$ cat src/rtl/phase_meter.sv
// Recovers the DDS tuning word from an observed 8-bit truncated phase stream
// by summing unwrapped phase deltas over a window of 2^WIN_LOG2 samples.
module phase_meter #(
   parameter int WIDTH    = 14,
   parameter int WIN_LOG2 = 6
) (
   input  logic       clk,
   input  logic       clr,
   input  logic       start,
   input  logic       cont,
   input  logic [7:0] phase,
   input  logic       phase_valid,
   output logic [7:0] phinc_est,
   output logic       est_valid,
   output logic       busy,
   output logic       ovf
);

   localparam int SW = 8 + WIN_LOG2;
   localparam int SH = WIDTH - 8 - WIN_LOG2;

   typedef enum logic [1:0] {IDLE, PRIME, ACC} state_t;

   state_t              state_q, state_d;
   logic [SW-1:0]       sum_q, sum_d;
   logic [WIN_LOG2-1:0] count_q, count_d;
   logic [7:0]          prev_q, prev_d;
   logic [7:0]          est_q, est_d;
   logic                ev_q, ev_d;
   logic                busy_q, busy_d;
   logic                ovf_q, ovf_d;

   logic [7:0]          delta;
   logic [SW-1:0]       total;
   logic [WIDTH-1:0]    scaled;

   always_comb begin
      state_d = state_q;
      sum_d   = sum_q;
      count_d = count_q;
      prev_d  = prev_q;
      est_d   = est_q;
      ev_d    = 1'b0;
      ovf_d   = ovf_q;
      // mod-256 subtraction unwraps the 0xFF->0x00 crossing for free
      delta   = phase - prev_q;
      total   = sum_q + SW'(delta);
      scaled  = WIDTH'(total) << SH;
      case (state_q)
         IDLE: begin
            if (start) state_d = PRIME;
         end
         PRIME: begin
            if (phase_valid) begin
               prev_d  = phase;
               state_d = ACC;
            end
         end
         ACC: begin
            if (phase_valid) begin
               prev_d  = phase;
               sum_d   = total;
               count_d = count_q + WIN_LOG2'(1);
               if (count_q == '1) begin
                  sum_d   = '0;
                  count_d = '0;
                  ev_d    = 1'b1;
                  if (|scaled[WIDTH-1:8]) begin
                     est_d = 8'hFF;
                     ovf_d = 1'b1;
                  end else begin
                     est_d = scaled[7:0];
                  end
                  if (!cont) state_d = IDLE;
               end
            end
         end
         default: state_d = IDLE;
      endcase
      busy_d = (state_d != IDLE);
   end

   always_ff @(posedge clk) begin
      if (clr) begin
         state_q <= IDLE;
         sum_q   <= '0;
         count_q <= '0;
         prev_q  <= '0;
         est_q   <= '0;
         ev_q    <= 1'b0;
         busy_q  <= 1'b0;
         ovf_q   <= 1'b0;
      end else begin
         state_q <= state_d;
         sum_q   <= sum_d;
         count_q <= count_d;
         prev_q  <= prev_d;
         est_q   <= est_d;
         ev_q    <= ev_d;
         busy_q  <= busy_d;
         ovf_q   <= ovf_d;
      end
   end

   assign phinc_est = est_q;
   assign est_valid = ev_q;
   assign busy      = busy_q;
   assign ovf       = ovf_q;

endmodule

$ cat config.mk
export PLATFORM = sky130hd
export DESIGN_NAME = phase_meter
export DESIGN_NICKNAME = d
export VERILOG_FILES = /design/src/rtl/phase_meter.sv
export SDC_FILE = /design/constraint.sdc
export NUM_CORES = 1
export LEC_CHECK = 0
export CAP_MARGIN = 20
export CORE_MARGIN = 3
export CORE_UTILIZATION = 55
export CTS_BUF_LIST = sky130_fd_sc_hd__clkbuf_16
export DETAILED_ROUTE_END_ITERATION = 8
export PLACE_DENSITY = 0.77
export SYNTH_ARGS = -nofsm -noshare
export SYNTH_HDL_FRONTEND = slang
export SYNTH_SLANG_ARGS = --single-unit
$ cat constraint.sdc
create_clock -name clk -period 9.55 [get_ports clk]
set_input_delay 0.955 -clock clk [delete_from_list [all_inputs] [get_ports clk]]
set_output_delay 0.955 -clock clk [all_outputs]
set_load 0.01 [all_outputs]
==> insert_results.sql, run 1 <==
INSERT INTO impl_metrics (metric_group, metric, value, unit) VALUES
('status', 'outcome', 'complete, no violations', ''),
('layout', 'area.sequential', '820.8', 'sq um'),
('die', 'dieArea', '0.005415', 'sq mm'),
('flow_run', 'max_cap_violations', '0', ''),
('routing', 'drt-total-wl', '5268', 'microns'),
('die', 'die_h', '73.59', 'microns'),
('routing', 'post_drt_wl_per_cell', '13.86', 'microns'),
('sta', 'finalHoldViolations', '0', ''),
('critical_path', 'setup_crit_start_kind', 'input port', ''),
('clocking', 'clk_pin_slew_worst_paths', '0.06', 'ns'),
('layout', 'drive_gt1_share', '5.758', '%'),
('placement', 'hpwlAfterDp', '3771', 'microns'),
('layout', 'final_core_util', '68.76', '%'),
('sta', 'max_slew.worst_pin.slew', '0.6201', 'ns'),
('power', 'netSwitchingPower', '0.1090', 'mW'),
('synthesis', 'asyncSetResetFlopFracSynth', '0', '%'),
('sta', 'min_period', '4.708', 'ns'),
('routing', 'detail_route.drc_violations', '0', ''),
('synthesis', 'mappedNetlistArea', '0.002512', 'sq mm'),
('routing', 'postRouteAntennaNets', '0', ''),
('global_routing', 'grt.total_usage', '21.10', '%'),
('sta', 'setup_tns', '0', 'ns'),
('routing', 'num_vias', '2179', ''),
('synthesis', 'synthesized_netlist_cell_count', '312', ''),
('critical_path', 'cp_data_arrival_time', '4.85', 'ns'),
('global_routing', 'first_global_vias', '2001', ''),
('sta', 'timing.max_slew.rel_slack', '58.56', '%'),
('clocking', 'cts_max_path_buffers', '2', ''),
('clocking', 'library_cell_used_as_clock_root_buffer', 'sky130_fd_sc_hd__clkbuf_16', ''),
('power', 'comb_power_share', '17.1', '%'),
('power', 'internal_power', '0.3280', 'mW'),
('placement', 'placed_cells_incl_taps', '372', ''),
('clocking', 'post_cts.resized_instances', '0', ''),
('power', 'vdd_drop_max', '0.0001200', 'V'),
('placement', 'globalplace.congestion', '0.8861', ''),
('layout', 'num-nets-final', '364', ''),
('layout', 'antenna_cells', '0', ''),
('layout', 'mostFrequentLayoutCell', 'sky130_fd_sc_hd__dfxtp_1', ''),
('routing', 'dr.pass1.iters', '5', ''),
('sta', 'timing.fmax', '0.2124', 'GHz'),
('die', 'core_region_area', '0.004202', 'sq mm'),
('clocking', 'clock_sink_total', '41', ''),
('sta', 'setup_viol', '0', ''),
('global_routing', 'pin_count_of_the_biggest_net_entering_global_routing', '42', ''),
('sta', 'final.period_utilization', '49.30', '%'),
('clocking', 'numCtsBuffers', '5', ''),
('synthesis', 'ys_ff_latch', '41', ''),
('min_path', 'timing.hold.worst.class', 'flop to flop', ''),
('critical_path', 'cp-end-kind', 'flop', ''),
('die', 'initial_core_util', '59.80', '%'),
('power', 'pwr_density_cell', '151.2', 'mW/mm^2'),
('placement', 'placement.cell_area', '0.002726', 'sq mm'),
('clocking', 'cts_tree', 'done', ''),
('sta', 'fin_worst_skew', '0.003154', 'ns'),
('placement', 'post-place-ws', '4.582', 'ns'),
('clocking', 'clock_insertion_delay_worst_skew', '0.28', 'ns'),
('routing', 'detail_route.vias_per_cell', '5.734', ''),
('critical_path', 'crit_fanout', '8', ''),
('layout', 'final_cells', '380', ''),
('power', 'total_power', '0.4370', 'mW'),
('die', 'io-pin-count', '24', ''),
('power', 'clock_power_share', '42.4', '%'),
('synthesis', 'synthesis.nets', '347', ''),
('power', 'seq_power_share', '40.5', '%'),
('critical_path', 'critPathRequiredTime', '9.70', 'ns'),
('synthesis', 'postSynthAreaPerCell', '8.053', 'sq um'),
('layout', 'filler_cell_count', '357', ''),
('sta', 'post-route-worst-setup-slack', '4.842', 'ns'),
('power', 'switching_share', '24.95', '%'),
('global_routing', 'initial_antenna_violation_count', '0', ''),
('sta', 'grt_setup_unrepaired', 'false', '');
layer usage:
layer	global-route usage (%)	vias up	share of wire [%]
met2	34.15	58	47
met4	7.243	0	1.9
li1	-	1115	-
met5	0	-	0
met1	27.80	997	46
met3	4.378	9	5.0
cells by family (layout without fill, tap and decap cells):
| group | count (synthesis) | count (layout) | share of synthesized area, % |
|---|---|---|---|
| AOI/OAI and AO/OA | 84 | 84 | 21.66 |
| buffers and inverters | 35 | 53 | 6.573 |
| adders and majority gates | 22 | 22 | 11.55 |
| xor gates and xnor gates | 18 | 18 | 6.275 |
| DFF | 41 | 41 | 32.67 |
| and+or+nand+nor | 112 | 112 | 21.27 |
worst max-delay path, stage by stage:
cell	delay [ns]
sky130_fd_sc_hd__clkdlybuf4s50_1	0.47
sky130_fd_sc_hd__ha_1	0.31
sky130_fd_sc_hd__a21o_1	0.17
sky130_fd_sc_hd__a21oi_1	0.23
sky130_fd_sc_hd__o21bai_1	0.09
sky130_fd_sc_hd__a21oi_1	0.24
sky130_fd_sc_hd__o21ai_0	0.16
sky130_fd_sc_hd__xnor2_1	0.16
sky130_fd_sc_hd__ha_1	0.42
sky130_fd_sc_hd__a21o_1	0.24
sky130_fd_sc_hd__o211ai_4	0.09
sky130_fd_sc_hd__a31oi_2	0.33
sky130_fd_sc_hd__xnor2_1	0.18
sky130_fd_sc_hd__a31oi_2	0.15
sky130_fd_sc_hd__nor4_4	0.50
sky130_fd_sc_hd__a211oi_1	0.15
cells in the mapped netlist, types with 2 or more instances:
| cell type | number | area (sq um) |
|---|---|---|
| sky130_fd_sc_hd__clkbuf_1 | 6 | 22.52 |
| sky130_fd_sc_hd__a31oi_2 | 2 | 25.02 |
| sky130_fd_sc_hd__o21ai_0 | 10 | 50.05 |
| sky130_fd_sc_hd__xnor2_1 | 9 | 78.83 |
| sky130_fd_sc_hd__o21bai_1 | 2 | 15.01 |
| sky130_fd_sc_hd__fa_1 | 2 | 40.04 |
| sky130_fd_sc_hd__xor2_1 | 9 | 78.83 |
| sky130_fd_sc_hd__ha_1 | 20 | 250.2 |
| sky130_fd_sc_hd__and3_1 | 3 | 18.77 |
| sky130_fd_sc_hd__buf_1 | 3 | 11.26 |
| sky130_fd_sc_hd__a211oi_1 | 9 | 67.56 |
| sky130_fd_sc_hd__o211ai_1 | 2 | 15.01 |
| sky130_fd_sc_hd__nand2_1 | 29 | 108.9 |
| sky130_fd_sc_hd__nor4_1 | 2 | 12.51 |
| sky130_fd_sc_hd__nand4_1 | 3 | 18.77 |
| sky130_fd_sc_hd__nor3_1 | 5 | 25.02 |
| sky130_fd_sc_hd__a21o_1 | 6 | 45.04 |
| sky130_fd_sc_hd__nand3_1 | 13 | 65.06 |
| sky130_fd_sc_hd__inv_1 | 21 | 78.83 |
| sky130_fd_sc_hd__nand2b_1 | 3 | 18.77 |
| sky130_fd_sc_hd__dfxtp_1 | 41 | 820.8 |
| sky130_fd_sc_hd__a21oi_1 | 38 | 190.2 |
| sky130_fd_sc_hd__and2_4 | 2 | 17.52 |
| sky130_fd_sc_hd__buf_6 | 3 | 33.78 |
| sky130_fd_sc_hd__nor2_1 | 40 | 150.1 |
| sky130_fd_sc_hd__o21a_1 | 2 | 15.01 |
sequential cells by signal, indices dropped and copies added (netlist names):
| signal | count |
|---|---|
| phinc_est | 8 |
| busy | 1 |
| state_q | 2 |
| sum_q | 14 |
| est_valid | 1 |
| ovf | 1 |
| count_q | 6 |
| prev_q | 8 |
final timing paths:
path,startpoint,endpoint,slack (ns),depth (start not counted)
worst max-delay path,phase[1],phinc_est[0],4.84,16
worst min-delay path,prev_q[3],prev_q[3],0.45,2
worst max register to register,prev_q[1],phinc_est[0],5.64,16
worst min register to register,prev_q[3],prev_q[3],0.45,2
layout make-up:
| class | count | share of cell area [%] |
|---|---|---|
| timing repair buffer | 24 | 8.229 |
| inverter | 21 | 2.728 |
| sequential | 41 | 28.41 |
| tap | 50 | 2.165 |
| multi-input combinational | 236 | 52.84 |
| clock buffer | 5 | 4.331 |
| clock inverter | 3 | 1.299 |
power groups by stage:
stage / logic (mW) / clock network [mW] / registers, mW
4_1_cts: 0.0741 / 0.188 / 0.177
6_report: 0.0749 / 0.185 / 0.177
5_1_grt: 0.0829 / 0.196 / 0.177
2_1_floorplan: 0.0555 / 0 / 0.181
3_5_place_dp: 0.0729 / 0 / 0.181
3_3_place_gp: 0.0714 / 0 / 0.180
No activity file was read; power rests on OpenSTA's default activity.
==> run 2: changes to the inputs <==
==> constraint.sdc (replaced) <==
create_clock -name clk -period 4.82 [get_ports clk]
set_input_delay 0.482 -clock clk [delete_from_list [all_inputs] [get_ports clk]]
set_output_delay 0.482 -clock clk [all_outputs]
set_load 0.01 [all_outputs]
==> run 2 against run 1 <==
  * Sequential power up 98%
  * Power up 98%
  * Die area did not move
  * Core utilization unchanged
  * Cell count unchanged
  * Critical endpoint is now phinc_est[1]
  * Largest power group unchanged
==> insert_results.sql, run 2 (synthesis results as in run 1) <==
INSERT INTO impl_metrics (metric_group, metric, value, unit) VALUES
('clocking', 'post_cts.resized_instances', '0', ''),
('routing', 'num_vias', '2171', ''),
('critical_path', 'r2r_slack', '0.98', 'ns'),
('routing', 'detail_route.vias_per_cell', '5.713', ''),
('die', 'die-width', '73.59', 'microns'),
('layout', 'total_area_of_multi_input_combinational_cells', '0.001526', 'sq mm'),
('layout', 'filler_cell_count', '349', ''),
('critical_path', 'critPathRequiredTime', '4.97', 'ns'),
('die', 'io-pin-count', '24', ''),
('critical_path', 'setup_crit_start_kind', 'input port', ''),
('die', 'core_region_area', '0.004202', 'sq mm'),
('clocking', 'library_cell_used_as_clock_root_buffer', 'sky130_fd_sc_hd__clkbuf_16', ''),
('clocking', 'cts_post_setup_buffers_inserted', '0', ''),
('die', 'dieArea', '0.005415', 'sq mm'),
('status', 'outcome', 'complete, no violations', ''),
('layout', 'largest_reg_flops', '14', ''),
('placement', 'port_buffers', '23', ''),
('routing', 'detail_route.drc_violations', '0', ''),
('clocking', 'numCtsBuffers', '5', ''),
('global_routing', 'grt_first_pass_wirelength', '8997', 'microns'),
('clocking', 'cts_max_path_buffers', '2', ''),
('critical_path', 'timing.setup.critical_path_class', 'input port to flop', ''),
('global_routing', 'grt.total_usage', '21.21', '%'),
('critical_path', 'largest_stage_delay_worst_path', '0.49', 'ns'),
('global_routing', 'pin_count_of_the_biggest_net_entering_global_routing', '22', ''),
('layout', 'antenna_cells', '0', ''),
('critical_path', 'r2r_cells', '16', ''),
('global_routing', 'grt.met3_usage', '4.651', '%'),
('clocking', 'cts.hold.buffers_added', '0', ''),
('global_routing', 'top_usage_layer', 'met2', ''),
('clocking', 'clk_pin_slew_worst_paths', '0.06', 'ns'),
('sta', 'finalHoldViolations', '0', ''),
('sta', 'final.period_utilization', '86.54', '%'),
('layout', 'cell_area_after_layout', '0.002889', 'sq mm'),
('min_path', 'hold_path_stages', '2', ''),
('clocking', 'clock_insertion_delay_worst_skew', '0.28', 'ns'),
('routing', 'drt-total-wl', '5185', 'microns'),
('sta', 'grt_setup_unrepaired', 'false', ''),
('critical_path', 'cp_data_arrival_time', '4.32', 'ns'),
('sta', 'timing.max_slew.rel_slack', '48.24', '%'),
('sta', 'fin_worst_skew', '0.004010', 'ns'),
('clocking', 'cts_tree', 'done', ''),
('clocking', 'clock_sink_total', '41', ''),
('global_routing', 'initial_antenna_violation_count', '0', ''),
('global_routing', 'grt_overflow', '0', ''),
('placement', 'hpwlAfterDp', '3826', 'microns'),
('die', 'placement_rows', '23', ''),
('placement', 'placement.cell_area', '0.002726', 'sq mm'),
('power', 'power_leakage', '1.104', 'nW'),
('sta', 'min_period', '4.171', 'ns'),
('die', 'die_h', '73.59', 'microns'),
('power', 'pwr_density_cell', '298.8', 'mW/mm^2'),
('sta', 'report.final.slew_viol_count', '0', ''),
('sta', 'max_slew.worst_pin.slew', '0.7739', 'ns'),
('min_path', 'timing.hold.worst.class', 'flop to flop', ''),
('layout', 'area.sequential', '820.8', 'sq um'),
('routing', 'drt-initial-drc-count', '157', ''),
('flow_run', 'max_cap_violations', '0', ''),
('sta', 'timing.fmax', '0.2397', 'GHz'),
('clocking', 'htree_levels', '2', ''),
('layout', 'flow.area_growth_from_synthesis', '14.99', '%'),
('layout', 'mostFrequentLayoutCell', 'sky130_fd_sc_hd__dfxtp_1', ''),
('layout', 'max_flop_register', 'sum_q', ''),
('die', 'initial_core_util', '59.80', '%'),
('placement', 'globalplace.congestion', '0.8904', ''),
('layout', 'final_cell_mix', 'sky130_fd_sc_hd__dfxtp_1 (41), sky130_fd_sc_hd__nor2_1 (40), sky130_fd_sc_hd__a21oi_1 (38), sky130_fd_sc_hd__nand2_1 (29), sky130_fd_sc_hd__clkdlybuf4s50_1 (23)', ''),
('global_routing', 'first_global_vias', '1997', ''),
('routing', 'post_drt_wl_per_cell', '13.64', 'microns'),
('critical_path', 'timing.critical_path.cells', 'clkdlybuf4s50_1, ha_1, a21o_1, a21oi_1, o21bai_1, a21oi_1, o21ai_0, xnor2_1, ha_1, a21o_1, o211ai_4, a31oi_2, xnor2_1, a31oi_2, nor4_4, a211oi_1', ''),
('layout', 'num-nets-final', '364', ''),
('critical_path', 'crit_fanout', '8', ''),
('sta', 'setup_viol', '0', ''),
('routing', 'dr.pass1.iters', '4', ''),
('critical_path', 'cpMaxStageDelayCell', 'sky130_fd_sc_hd__nor4_4', ''),
('sta', 'setup_tns', '0', 'ns'),
('global_routing', 'met2_routing_resource_usage_after_global_routing', '34.74', '%'),
('critical_path', 'cp-end-kind', 'flop', ''),
('routing', 'postRouteAntennaNets', '0', ''),
('layout', 'drive_gt1_share', '5.758', '%'),
('power', 'vdd_drop_max', '0.0001801', 'V'),
('global_routing', 'grtUsageMet1', '27.92', '%'),
('power', 'total_power', '0.8632', 'mW');
==> run 2: per-layer routing <==
layer | vias up | part of all wire [%]
met2 | 45 | 49
met3 | 5 | 4.4
met1 | 1006 | 46
met5 | - | 0
met4 | 0 | 0.81
li1 | 1115 | -
==> run 2: cell type report <==
| cell class | count | area share (%) |
|---|---|---|
| Multi-Input combinational cell | 236 | 52.84 |
| Sequential cell | 41 | 28.41 |
| Timing Repair Buffer | 24 | 8.229 |
| Clock buffer | 5 | 4.331 |
| Inverter | 21 | 2.728 |
| Tap cell | 50 | 2.165 |
| Clock inverter | 3 | 1.299 |
==> run 2: critical path: cells and delay by family <==
family,cells,cell delay [ns]
buffers and inverters,1,0.47
xor gates and xnor gates,2,0.34
adders and majority gates,2,0.74
and+or+nand+nor,1,0.49
AOI/OAI and AO/OA,10,1.78
==> run 2: report_power, final <==
group | switching, mW | leakage, nW | total (mW) | internal (mW)
Combinational | 0.0839 | 0.690 | 0.147 | 0.0633
Sequential | 0.00412 | 0.331 | 0.351 | 0.346
Clock | 0.125 | 0.0826 | 0.365 | 0.240
Total | 0.213 | 1.10 | 0.863 | 0.650
==> run 2: metrics by stage <==
stage | std cells | util (%) | worst slack (ns) | hold WS, ns
6_report | 380 | 68.76 | 0.6489 | 0.4557
3_3_place_gp | 372 | 64.89 | 0.4212 | 0.4422
5_1_grt | 380 | 68.76 | 0.3024 | 0.4708
3_5_place_dp | 372 | 64.89 | 0.3737 | 0.4499
2_1_floorplan | 312 | - | 1.260 | 0.4362
4_1_cts | 380 | 68.76 | 0.6462 | 0.4579
==> run 2: worst paths after layout <==
| check | from | end |
|---|---|---|
| max | phase[1] | phinc_est[1] |
| max reg2reg | prev_q[1] | phinc_est[1] |
| min | sum_q[0] | sum_q[0] |
| min reg2reg | sum_q[0] | sum_q[0] |
==> run 3: changes to the inputs <==
--- a/config.mk
+++ b/config.mk
@@ -10,7 +10,7 @@
 export CORE_UTILIZATION = 55
 export CTS_BUF_LIST = sky130_fd_sc_hd__clkbuf_16
 export DETAILED_ROUTE_END_ITERATION = 8
-export PLACE_DENSITY = 0.77
+export PLACE_DENSITY = 0.81
 export SYNTH_ARGS = -nofsm -noshare
 export SYNTH_HDL_FRONTEND = slang
 export SYNTH_SLANG_ARGS = --single-unit
==> run 3 against run 2 <==
  * Non-clock buffer count unchanged
  * Via count increased by 0.69%
  * Sequential power about the same
  * Design area decreased by 1.0%
  * Global-route usage decreased by 0.59 points
  * First-iteration DRC count decreased by 12%
  * Core utilization decreased by 0.71 points
  * Maximum frequency decreased by 0.54%
  * Critical endpoint is now phinc_est[2]
  * Largest power group is now sequential cells
==> insert_results.sql, run 3 (synthesis results as in run 1) <==
INSERT INTO impl_metrics (metric_group, metric, value, unit) VALUES
('status', 'outcome', 'complete, no violations', ''),
('critical_path', 'r2r_cells', '16', ''),
('sta', 'finalHoldViolations', '0', ''),
('clocking', 'clk_pin_slew_worst_paths', '0.05', 'ns'),
('die', 'die-width', '73.59', 'microns'),
('global_routing', 'grt.total_usage', '20.61', '%'),
('layout', 'final_core_util', '68.05', '%'),
('min_path', 'hold_path_stages', '2', ''),
('min_path', 'timing.hold.worst.class', 'flop to flop', ''),
('routing', 'detail_route.drc_violations', '0', ''),
('die', 'die_h', '73.59', 'microns'),
('sta', 'setup_viol', '0', ''),
('layout', 'antenna_cells', '0', ''),
('routing', 'detail_route.vias_per_cell', '5.768', ''),
('layout', 'final_cell_mix', 'sky130_fd_sc_hd__dfxtp_1 (41), sky130_fd_sc_hd__nor2_1 (40), sky130_fd_sc_hd__a21oi_1 (38), sky130_fd_sc_hd__nand2_1 (29), sky130_fd_sc_hd__clkdlybuf4s50_1 (23)', ''),
('placement', 'globalplace.congestion', '0.8461', ''),
('global_routing', 'pin_count_of_the_biggest_net_entering_global_routing', '42', ''),
('routing', 'drt-total-wl', '5131', 'microns'),
('sta', 'grt_setup_unrepaired', 'false', ''),
('layout', 'cell_area_after_layout', '0.002859', 'sq mm'),
('layout', 'filler_cell_count', '354', ''),
('clocking', 'cts_post_setup_buffers_inserted', '0', ''),
('critical_path', 'r2r_slack', '0.97', 'ns'),
('critical_path', 'critPathRequiredTime', '4.95', 'ns'),
('die', 'dieArea', '0.005415', 'sq mm'),
('global_routing', 'grt_first_pass_wirelength', '8825', 'microns'),
('placement', 'hpwlAfterDp', '3754', 'microns'),
('clocking', 'clock_sink_total', '41', ''),
('power', 'vdd_drop_max', '0.0001982', 'V'),
('min_path', 'worst_hold_startpoint', 'prev_q[3]', ''),
('placement', 'placed_cells_incl_taps', '372', ''),
('power', 'pwr_density_cell', '279.0', 'mW/mm^2'),
('critical_path', 'largest_stage_delay_worst_path', '0.49', 'ns'),
('clocking', 'cts.hold.buffers_added', '0', ''),
('layout', 'num-nets-final', '364', ''),
('die', 'placement_rows', '23', ''),
('layout', 'mostFrequentLayoutCell', 'sky130_fd_sc_hd__dfxtp_1', ''),
('routing', 'num_vias', '2186', ''),
('placement', 'placement.cell_area', '0.002726', 'sq mm'),
('critical_path', 'crit_fanout', '8', ''),
('die', 'io-pin-count', '24', ''),
('clocking', 'cts_max_path_buffers', '2', ''),
('layout', 'flow.area_growth_from_synthesis', '13.79', '%'),
('power', 'total_power', '0.7977', 'mW'),
('sta', 'post-route-worst-setup-slack', '0.6263', 'ns'),
('layout', 'max_flop_register', 'sum_q', ''),
('layout', 'final_cells', '379', ''),
('critical_path', 'timing.critical_path.cells', 'clkdlybuf4s50_1, ha_1, a21o_1, a21oi_1, o21bai_1, a21oi_1, o21ai_0, xnor2_1, ha_1, a21o_1, o211ai_4, a31oi_2, xnor2_1, a31oi_2, nor4_4, a211oi_1', ''),
('routing', 'postRouteAntennaNets', '0', ''),
('sta', 'timing.hold.ws', '0.4538', 'ns'),
('sta', 'timing.fmax', '0.2385', 'GHz'),
('clocking', 'numCtsBuffers', '5', ''),
('clocking', 'library_cell_used_as_clock_root_buffer', 'sky130_fd_sc_hd__clkbuf_16', ''),
('critical_path', 'critical_path_buf_inv_count', '1', ''),
('die', 'initial_core_util', '59.80', '%'),
('sta', 'report.final.slew_viol_count', '0', ''),
('global_routing', 'initial_antenna_violation_count', '0', ''),
('clocking', 'post_cts.resized_instances', '0', ''),
('clocking', 'htree_levels', '2', ''),
('min_path', 'hold_end', 'prev_q[3]', ''),
('global_routing', 'grt_overflow', '0', ''),
('sta', 'max_slew.worst_pin.slew', '0.6059', 'ns'),
('critical_path', 'cp-end-kind', 'flop', ''),
('clocking', 'cts_tree', 'done', ''),
('routing', 'dr.pass1.iters', '4', ''),
('power', 'power_leakage', '1.090', 'nW'),
('sta', 'setup_tns', '0', 'ns'),
('critical_path', 'worst-path-stages', '16', ''),
('layout', 'largest_reg_flops', '14', ''),
('die', 'core_region_area', '0.004202', 'sq mm'),
('critical_path', 'setup_crit_start_kind', 'input port', ''),
('critical_path', 'cpMaxStageDelayCell', 'sky130_fd_sc_hd__nor4_4', ''),
('sta', 'fin_worst_skew', '0.003880', 'ns'),
('critical_path', 'critical_r2r_launch', 'prev_q[1]', ''),
('critical_path', 'cp_data_arrival_time', '4.33', 'ns'),
('placement', 'port_buffers', '23', ''),
('critical_path', 'timing.setup.critical_path_class', 'input port to flop', ''),
('routing', 'post_drt_wl_per_cell', '13.54', 'microns'),
('layout', 'drive_gt1_share', '5.471', '%'),
('critical_path', 'end_of_the_worst_register_to_register_path', 'phinc_est[2]', ''),
('critical_path', 'critPathTopFamily', 'compound AO/OA/AOI/OAI gates', ''),
('sta', 'timing.max_slew.rel_slack', '59.51', '%'),
('global_routing', 'first_global_vias', '2034', ''),
('sta', 'min_period', '4.194', 'ns'),
('flow_run', 'max_cap_violations', '0', ''),
('routing', 'drt-initial-drc-count', '138', ''),
('sta', 'final.period_utilization', '87.01', '%'),
('clocking', 'clock_insertion_delay_worst_skew', '0.28', 'ns'),
('placement', 'post-place-ws', '0.3362', 'ns');
-- run 3: layer usage --
| layer | global-route usage, % | up-vias | part of all wire, % |
|---|---|---|---|
| li1 | - | 1115 | - |
| met1 | 26.44 | 1014 | 47 |
| met2 | 34.45 | 53 | 48 |
| met3 | 3.967 | 4 | 4.0 |
| met4 | 7.042 | 0 | 0.94 |
| met5 | 0 | - | 0 |
-- run 3: power by group --
group / internal (mW) / switching (mW) / total [mW]
combinational: 0.0628 / 0.0824 / 0.145
clock: 0.185 / 0.117 / 0.302
sequential: 0.347 / 0.00400 / 0.351
total: 0.594 / 0.204 / 0.798
-- run 3: final cells by class --
cell class	instances	area, sq um	share of cell area [%]
clock inverters	2	7.507	0.2626
multi-input cells	236	1526	53.39
well taps	50	62.56	2.188
inverters	21	78.83	2.757
clock buffers	5	125.1	4.376
repair buffers	24	237.7	8.315
flip-flops and latches	41	820.8	28.71
-- run 3: worst reg2reg max path: cells and delay by family, from the launching register on --
kind            cells  cell delay [ns]
buf+inv             1             0.07
compound gates     10             1.82
fa+ha+maj           2             0.68
flops               1             0.32
xor+xnor            2             0.34
simple gates        1             0.49
-- run 3: worst max-delay path by stage --
stage	startpoint	end
6_report	phase[1]	phinc_est[2]
5_1_grt	phase[1]	phinc_est[2]
4_1_cts	phase[1]	phinc_est[2]
3_5_place_dp	phase[1]	phinc_est[2]
3_3_place_gp	phase[1]	phinc_est[1]
2_1_floorplan	phase[0]	ovf
